### config.mk
export PLATFORM = sky130hd
export DESIGN_NAME = lut_eval_sweep
export DESIGN_NICKNAME = d
export VERILOG_FILES = /design/src/rtl/lut_eval_pkg.sv /design/src/rtl/lut_bank.sv /design/src/rtl/lut_eval_sweep.sv
export SDC_FILE = /design/constraint.sdc
export NUM_CORES = 1
export LEC_CHECK = 0
export CAP_MARGIN = 20
export CORE_ASPECT_RATIO = 1.25
export CORE_MARGIN = 2
export CORE_UTILIZATION = 37
export CTS_BUF_LIST = sky130_fd_sc_hd__clkbuf_16
export CTS_CLUSTER_SIZE = 25
export DETAILED_ROUTE_END_ITERATION = 6
export GPL_TIMING_DRIVEN = 0
export PLACE_DENSITY_LB_ADDON = 0.1
export SLEW_MARGIN = 20
export SYNTH_ARGS = -nofsm -noshare
export SYNTH_HDL_FRONTEND = slang
export SYNTH_SLANG_ARGS = --single-unit
### constraint.sdc
create_clock -name clk -period 1.8 [get_ports clk]
set_input_delay 0.45 -clock clk [delete_from_list [all_inputs] [get_ports clk]]
set_output_delay 0.45 -clock clk [all_outputs]
set_load 0.02 [all_outputs]
### src/rtl/lut_eval_pkg.sv
// Shared types and constants for the LUT evaluation unit and its truth-table sweep engine.
package lut_eval_pkg;

  localparam int N_IN_DEFAULT = 4;
  localparam int N_FN_DEFAULT = 2;

  // Reference table: minterms 2,3,4,5,10,11,13,15.
  localparam logic [15:0] TT_Q01 = 16'hAC3C;

  typedef enum logic [1:0] {
    IDLE = 2'd0,
    RUN  = 2'd1,
    DONE = 2'd2
  } sweep_state_e;

  function automatic int fn_sel_w(input int n_fn);
    return (n_fn > 1) ? $clog2(n_fn) : 1;
  endfunction

endpackage

### src/rtl/lut_bank.sv
// Truth-table storage: one TT_W-bit table per function, one write port and two
// combinational read ports (evaluation and sweep). The sweep port can be compiled out.
module lut_bank
  import lut_eval_pkg::*;
#(
  parameter int N_IN    = N_IN_DEFAULT,
  parameter int N_FN    = N_FN_DEFAULT,
  parameter bit RD_B_EN = 1'b1,
  localparam int TT_W   = 1 << N_IN,
  localparam int FN_W   = fn_sel_w(N_FN)
) (
  input  logic            clk,
  input  logic            rst_n,
  input  logic            we,
  input  logic [FN_W-1:0] wr_fn,
  input  logic [TT_W-1:0] wr_tt,
  input  logic [N_IN-1:0] rd_a_x,
  output logic [N_FN-1:0] rd_a_s,
  input  logic [N_IN-1:0] rd_b_x,
  output logic [N_FN-1:0] rd_b_s
);

  // An out-of-range wr_fn matches no table, so the write simply disappears.
  for (genvar gi = 0; gi < N_FN; gi++) begin : g_fn
    logic [TT_W-1:0] tt_q;

    always_ff @(posedge clk or negedge rst_n) begin
      if (!rst_n) begin
        tt_q <= '0;
      end else if (we && (wr_fn == FN_W'(gi))) begin
        tt_q <= wr_tt;
      end
    end

    assign rd_a_s[gi] = tt_q[rd_a_x];

    if (RD_B_EN) begin : g_rd_b
      assign rd_b_s[gi] = tt_q[rd_b_x];
    end else begin : g_no_rd_b
      assign rd_b_s[gi] = 1'b0;
    end
  end

  if (!RD_B_EN) begin : g_rd_b_off
    logic unused_rd_b;
    assign unused_rd_b = ^rd_b_x;
  end

endmodule

### src/rtl/lut_eval_sweep.sv
// Runtime-programmable N_FN x N_IN boolean function unit with a registered eval stage.
// Build option LUT_SWEEP_EN adds the exhaustive truth-table sweep engine.
module lut_eval_sweep
  import lut_eval_pkg::*;
#(
  parameter int N_IN  = N_IN_DEFAULT,
  parameter int N_FN  = N_FN_DEFAULT,
  localparam int TT_W = 1 << N_IN,
  localparam int FN_W = fn_sel_w(N_FN)
) (
  input  logic            clk,
  input  logic            rst_n,
  input  logic            cfg_we,
  input  logic [FN_W-1:0] cfg_fn,
  input  logic [TT_W-1:0] cfg_tt,
  output logic            cfg_ready,
  input  logic            in_valid,
  output logic            in_ready,
  input  logic [N_IN-1:0] in_x,
  output logic            out_valid,
  input  logic            out_ready,
  output logic [N_FN-1:0] out_s,
  input  logic            sweep_start,
  output logic            sweep_busy,
  output logic            sweep_valid,
  output logic [N_IN-1:0] sweep_idx,
  output logic [N_FN-1:0] sweep_s,
  output logic            sweep_done
);

`ifdef LUT_SWEEP_EN
  localparam bit SWEEP_EN = 1'b1;
`else
  localparam bit SWEEP_EN = 1'b0;
`endif

  logic [N_FN-1:0] eval_s;
  logic [N_FN-1:0] sweep_rd_s;
  logic [N_IN-1:0] sweep_rd_x;
  logic            cfg_wr_en;

  assign cfg_wr_en = cfg_we && cfg_ready;

  lut_bank #(
    .N_IN    (N_IN),
    .N_FN    (N_FN),
    .RD_B_EN (SWEEP_EN)
  ) u_bank (
    .clk    (clk),
    .rst_n  (rst_n),
    .we     (cfg_wr_en),
    .wr_fn  (cfg_fn),
    .wr_tt  (cfg_tt),
    .rd_a_x (in_x),
    .rd_a_s (eval_s),
    .rd_b_x (sweep_rd_x),
    .rd_b_s (sweep_rd_s)
  );

  // ---------------------------------------------------------------- eval stage
  logic            out_valid_q, out_valid_d;
  logic [N_FN-1:0] out_s_q, out_s_d;
  logic            in_accept;

  assign in_ready  = !out_valid_q || out_ready;
  assign in_accept = in_valid && in_ready;

  // The lookup uses the table as it stands before this edge, so a write in the
  // accept cycle only affects later requests.
  always_comb begin
    out_valid_d = out_valid_q;
    out_s_d     = out_s_q;
    if (in_accept) begin
      out_valid_d = 1'b1;
      out_s_d     = eval_s;
    end else if (out_ready) begin
      out_valid_d = 1'b0;
    end
  end

  always_ff @(posedge clk or negedge rst_n) begin
    if (!rst_n) begin
      out_valid_q <= 1'b0;
      out_s_q     <= '0;
    end else begin
      out_valid_q <= out_valid_d;
      out_s_q     <= out_s_d;
    end
  end

  assign out_valid = out_valid_q;
  assign out_s     = out_s_q;

  // ---------------------------------------------------------------- sweep engine
`ifdef LUT_SWEEP_EN
  localparam logic [N_IN:0] LAST_IDX = (N_IN + 1)'(TT_W - 1);

  sweep_state_e    state_q, state_d;
  logic [N_IN:0]   idx_q, idx_d;
  logic            sweep_valid_q, sweep_valid_d;
  logic [N_IN-1:0] sweep_idx_q, sweep_idx_d;
  logic [N_FN-1:0] sweep_s_q, sweep_s_d;
  logic            sweep_done_q, sweep_done_d;

  assign sweep_rd_x = idx_q[N_IN-1:0];

  // Rows trail the FSM by one register stage; the done pulse is visible while
  // the FSM already sits in IDLE, so a start is held off until it has passed.
  always_comb begin
    state_d       = state_q;
    idx_d         = idx_q;
    sweep_valid_d = 1'b0;
    sweep_idx_d   = '0;
    sweep_s_d     = '0;
    sweep_done_d  = 1'b0;
    unique case (state_q)
      IDLE: begin
        if (sweep_start && !sweep_done_q) begin
          state_d = RUN;
          idx_d   = '0;
        end
      end
      RUN: begin
        sweep_valid_d = 1'b1;
        sweep_idx_d   = idx_q[N_IN-1:0];
        sweep_s_d     = sweep_rd_s;
        idx_d         = idx_q + 1'b1;
        if (idx_q == LAST_IDX) begin
          state_d = DONE;
        end
      end
      DONE: begin
        sweep_done_d = 1'b1;
        state_d      = IDLE;
      end
      default: state_d = IDLE;
    endcase
  end

  always_ff @(posedge clk or negedge rst_n) begin
    if (!rst_n) begin
      state_q       <= IDLE;
      idx_q         <= '0;
      sweep_valid_q <= 1'b0;
      sweep_idx_q   <= '0;
      sweep_s_q     <= '0;
      sweep_done_q  <= 1'b0;
    end else begin
      state_q       <= state_d;
      idx_q         <= idx_d;
      sweep_valid_q <= sweep_valid_d;
      sweep_idx_q   <= sweep_idx_d;
      sweep_s_q     <= sweep_s_d;
      sweep_done_q  <= sweep_done_d;
    end
  end

  assign sweep_busy  = (state_q != IDLE) || sweep_done_q;
  assign sweep_valid = sweep_valid_q;
  assign sweep_idx   = sweep_idx_q;
  assign sweep_s     = sweep_s_q;
  assign sweep_done  = sweep_done_q;
  assign cfg_ready   = !sweep_busy;
`else
  logic unused_sweep;
  assign unused_sweep = ^{sweep_start, sweep_rd_s};
  assign sweep_rd_x   = '0;
  assign sweep_busy   = 1'b0;
  assign sweep_valid  = 1'b0;
  assign sweep_idx    = '0;
  assign sweep_s      = '0;
  assign sweep_done   = 1'b0;
  assign cfg_ready    = 1'b1;
`endif

endmodule

==> reports/results.tsv <==
stage	metric	value	unit
yosys	synthCells	124	
status	outcome	finished clean	
drt	wl	3370	um
timing	fin_crit_sh	98.7	%
drt	drt_iter0_markers	8	
die	rows	27	
placement	gp_congestion	0.733	
cts	insertion_delay	0.27	ns
global_route	globalRouteTotalUtil	15.1	%
timing	clock_skew	0.000861	ns
power_and_ir_drop	leakage	0.000952	uW
critical_path	worstPathMaxFanout	4	
timing	hold_viol	0	
cts	htreeDepth	2	
timing	grt_setup_unrepaired	false	
timing	whs	0.0706	ns
critical_path	cpMaxStageDelayCell	clkdlybuf4s50_1	
final_layout	syn_to_final_growth	30.7	%
yosys	synth.cell_area	1690	um^2
die	dieArea	5140	um^2
timing	setup_violations	0	
final_layout	antennaDiodeCount	0	
power_and_ir_drop	pwr-share-seq	44.8	%
drt	post-route-drc-count	0	
critical_path	r2r_setup_slack	0.35	ns
placement	port_buffers	26	
cts	cts.path.max_buffers	2	
die	die_x	64.5	um
critical_path	worstPathCellList	clkdlybuf4s50_1, nand2b_1, clkdlybuf4s15_2	
final_layout	drive_gt1_share	37.3	%
drt	first_pass_iters	4	
final_layout	most-common-layout-cells	35 x dfrtp_1, 33 x mux2_2, 24 x clkdlybuf4s50_1, 11 x buf_4, 10 x conb_1	
cts	cts-buffers-inserted	5	
power_and_ir_drop	pwr-share-clk	36.7	%
global_route	grt_pass1_wl	5840	um
power_and_ir_drop	powerDensity	972	nW/um^2
timing	slew_viol_final	0	
flow_run	maxCapViolations	0	
die	start_util	38.5	%
timing	period_needed	1.78	ns
die	ioPinCount	41	
yosys	ys_ff_latch	35	
final_layout	nets	192	
drt	wl_per_cell	15.1	um
power_and_ir_drop	swShare	23.6	%
final_layout	postLayoutCoreUtil	50.4	%
cts	ctsRootBufferMaster	clkbuf_16	
yosys	syn_area_per_cell	13.7	um^2
worst_hold_path	hold_class	in2async	
die	fp.dieH	79.6	um
global_route	antenna_found_initial	0	
critical_path	critical_path.max_stage_delay	0.44	ns
power_and_ir_drop	p_int	1640	uW
final_layout	mostFrequentLayoutCell	dfrtp_1	
final_layout	postLayoutCellArea	2210	um^2
drt	num_vias	1067	
cts	cts_tree	yes	
power_and_ir_drop	p_comb_share	18.4	%
drt	detail-route-antenna-nets	0	
critical_path	r2r_start	u_bank.g_fn[0].tt_q[0]	
critical_path	worstPathRequired	1.35	ns
critical_path	worstSetupStartpoint	out_ready	
global_route	grt_pass1_vias	1156	
yosys	synth_warnings	0	
power_and_ir_drop	switchingPower	507	uW
final_layout	n_fill_cell	407	
global_route	grt_remaining_overflow	0	
die	core	4390	um^2
global_route	grt_max_degree	25	
yosys	seq_area_frac_synth	51.7	%
critical_path	crit_arrival	1.33	ns
critical_path	endpoint_kind	primary output	
power_and_ir_drop	peakVddDrop	0.000474	V
cts	cts_sinks	35	
critical_path	criticalPathCategory	in2out	
drt	via_per_inst	4.76	
yosys	synth_cell_types	24	
cts	path_clk_slew	0.05	ns
critical_path	startpoint_type	input pin	
timing	fmax	563	MHz
placement	placed_cell_area	2080	um^2
placement	dp_hpwl	2550	um
what timing repair did:
| action | in CTS | in global routing |
|---|---|---|
| hold buffers | 0 | 0 |
| setup buffers | 0 | 0 |
| hold endpoints to repair | 0 | 0 |
| gates resized for setup | 3 | 0 |
| endpoints found under the setup margin | 1 | 10 |
power groups by stage:
stage	logic [uW]	registers [uW]	clock network, uW
6_report	397	964	789
5_1_grt	433	979	849
4_1_cts	403	965	816
3_5_place_dp	401	978	0
3_3_place_gp	385	975	0
2_1_floorplan	249	970	0
worst max-delay path: cells and delay by family:
family,cells,cell delay (ns)
buffers and inverters,2,0.72
and+or+nand+nor,1,0.15
Yosys cell counts, drive strengths merged:
cell type	instances	area share, %
nand2b	4	1.5
nor2	1	0.22
a211oi	3	1.3
dfrtp	35	52
o21ai	2	0.59
a2111oi	3	1.6
nand2	3	0.67
conb	2	0.44
inv	1	0.22
nand3b	1	0.44
mux4	4	5.3
o22ai	1	0.37
nor3	1	0.30
mux2	35	23
nor2b	6	2.2
a211o	2	1.0
clkbuf	1	0.81
nor4	2	0.74
and2b	1	0.44
buf	16	6.7
area by class of cell:
type                            instances  area [um^2]  share of cell area (%)
Tap cell                               58         72.6                    3.28
Multi-Input combinational cell         79          716                    32.4
Inverter                                1         3.75                   0.170
Timing Repair Buffer                   27          284                    12.8
Clock buffer                            5          125                    5.66
Clock inverter                          3         12.5                   0.566
Buffer                                 16          123                    5.54
Sequential cell                        35          876                    39.6
flip-flops by register name, summed over array words and instances (netlist names):
signal,cells
u_bank.g_fn.tt_q,32
out_valid,1
out_s,2
through the flow:
step	power [uW]	TNS, ns	worst slack [ns]	cells
floorplan	1220	0	0.236	132
global placement	1360	-20.15	-0.450	216
detailed placement	1380	-4.81	-0.328	217
CTS	2180	0	0.0117	225
global route	2260	0	0.00571	224
finish	2150	0	0.0241	224
worst paths after layout:
check,endpoint,cells after the start
worst max register to register,out_s[0],4
worst max-delay path,in_ready,3
worst min register to register,out_s[0],1
max in group asynchronous,u_bank.g_fn[0].tt_q[7],2
worst min-delay path,u_bank.g_fn[0].tt_q[1],1
min in group clk,out_s[0],1
metal layers:
| metal | up-vias | global-route usage, % | share of wire [%] |
|---|---|---|---|
| met5 | - | 0 | 0 |
| met4 | 0 | 5.74 | 1.3 |
| met3 | 4 | 3.81 | 4.5 |
| met2 | 27 | 24.4 | 51 |
| met1 | 525 | 19.4 | 43 |
| li1 | 511 | - | - |
cell families after synthesis:
family / after synthesis / share of synthesized area (%)
mux: 39 / 28.6
flops: 35 / 51.7
simple gates: 19 / 6.50
buf+inv: 18 / 7.76
compound gates: 11 / 4.95
other cells: 2 / 0.444
Note: power is estimated with default switching activity, not from simulation.
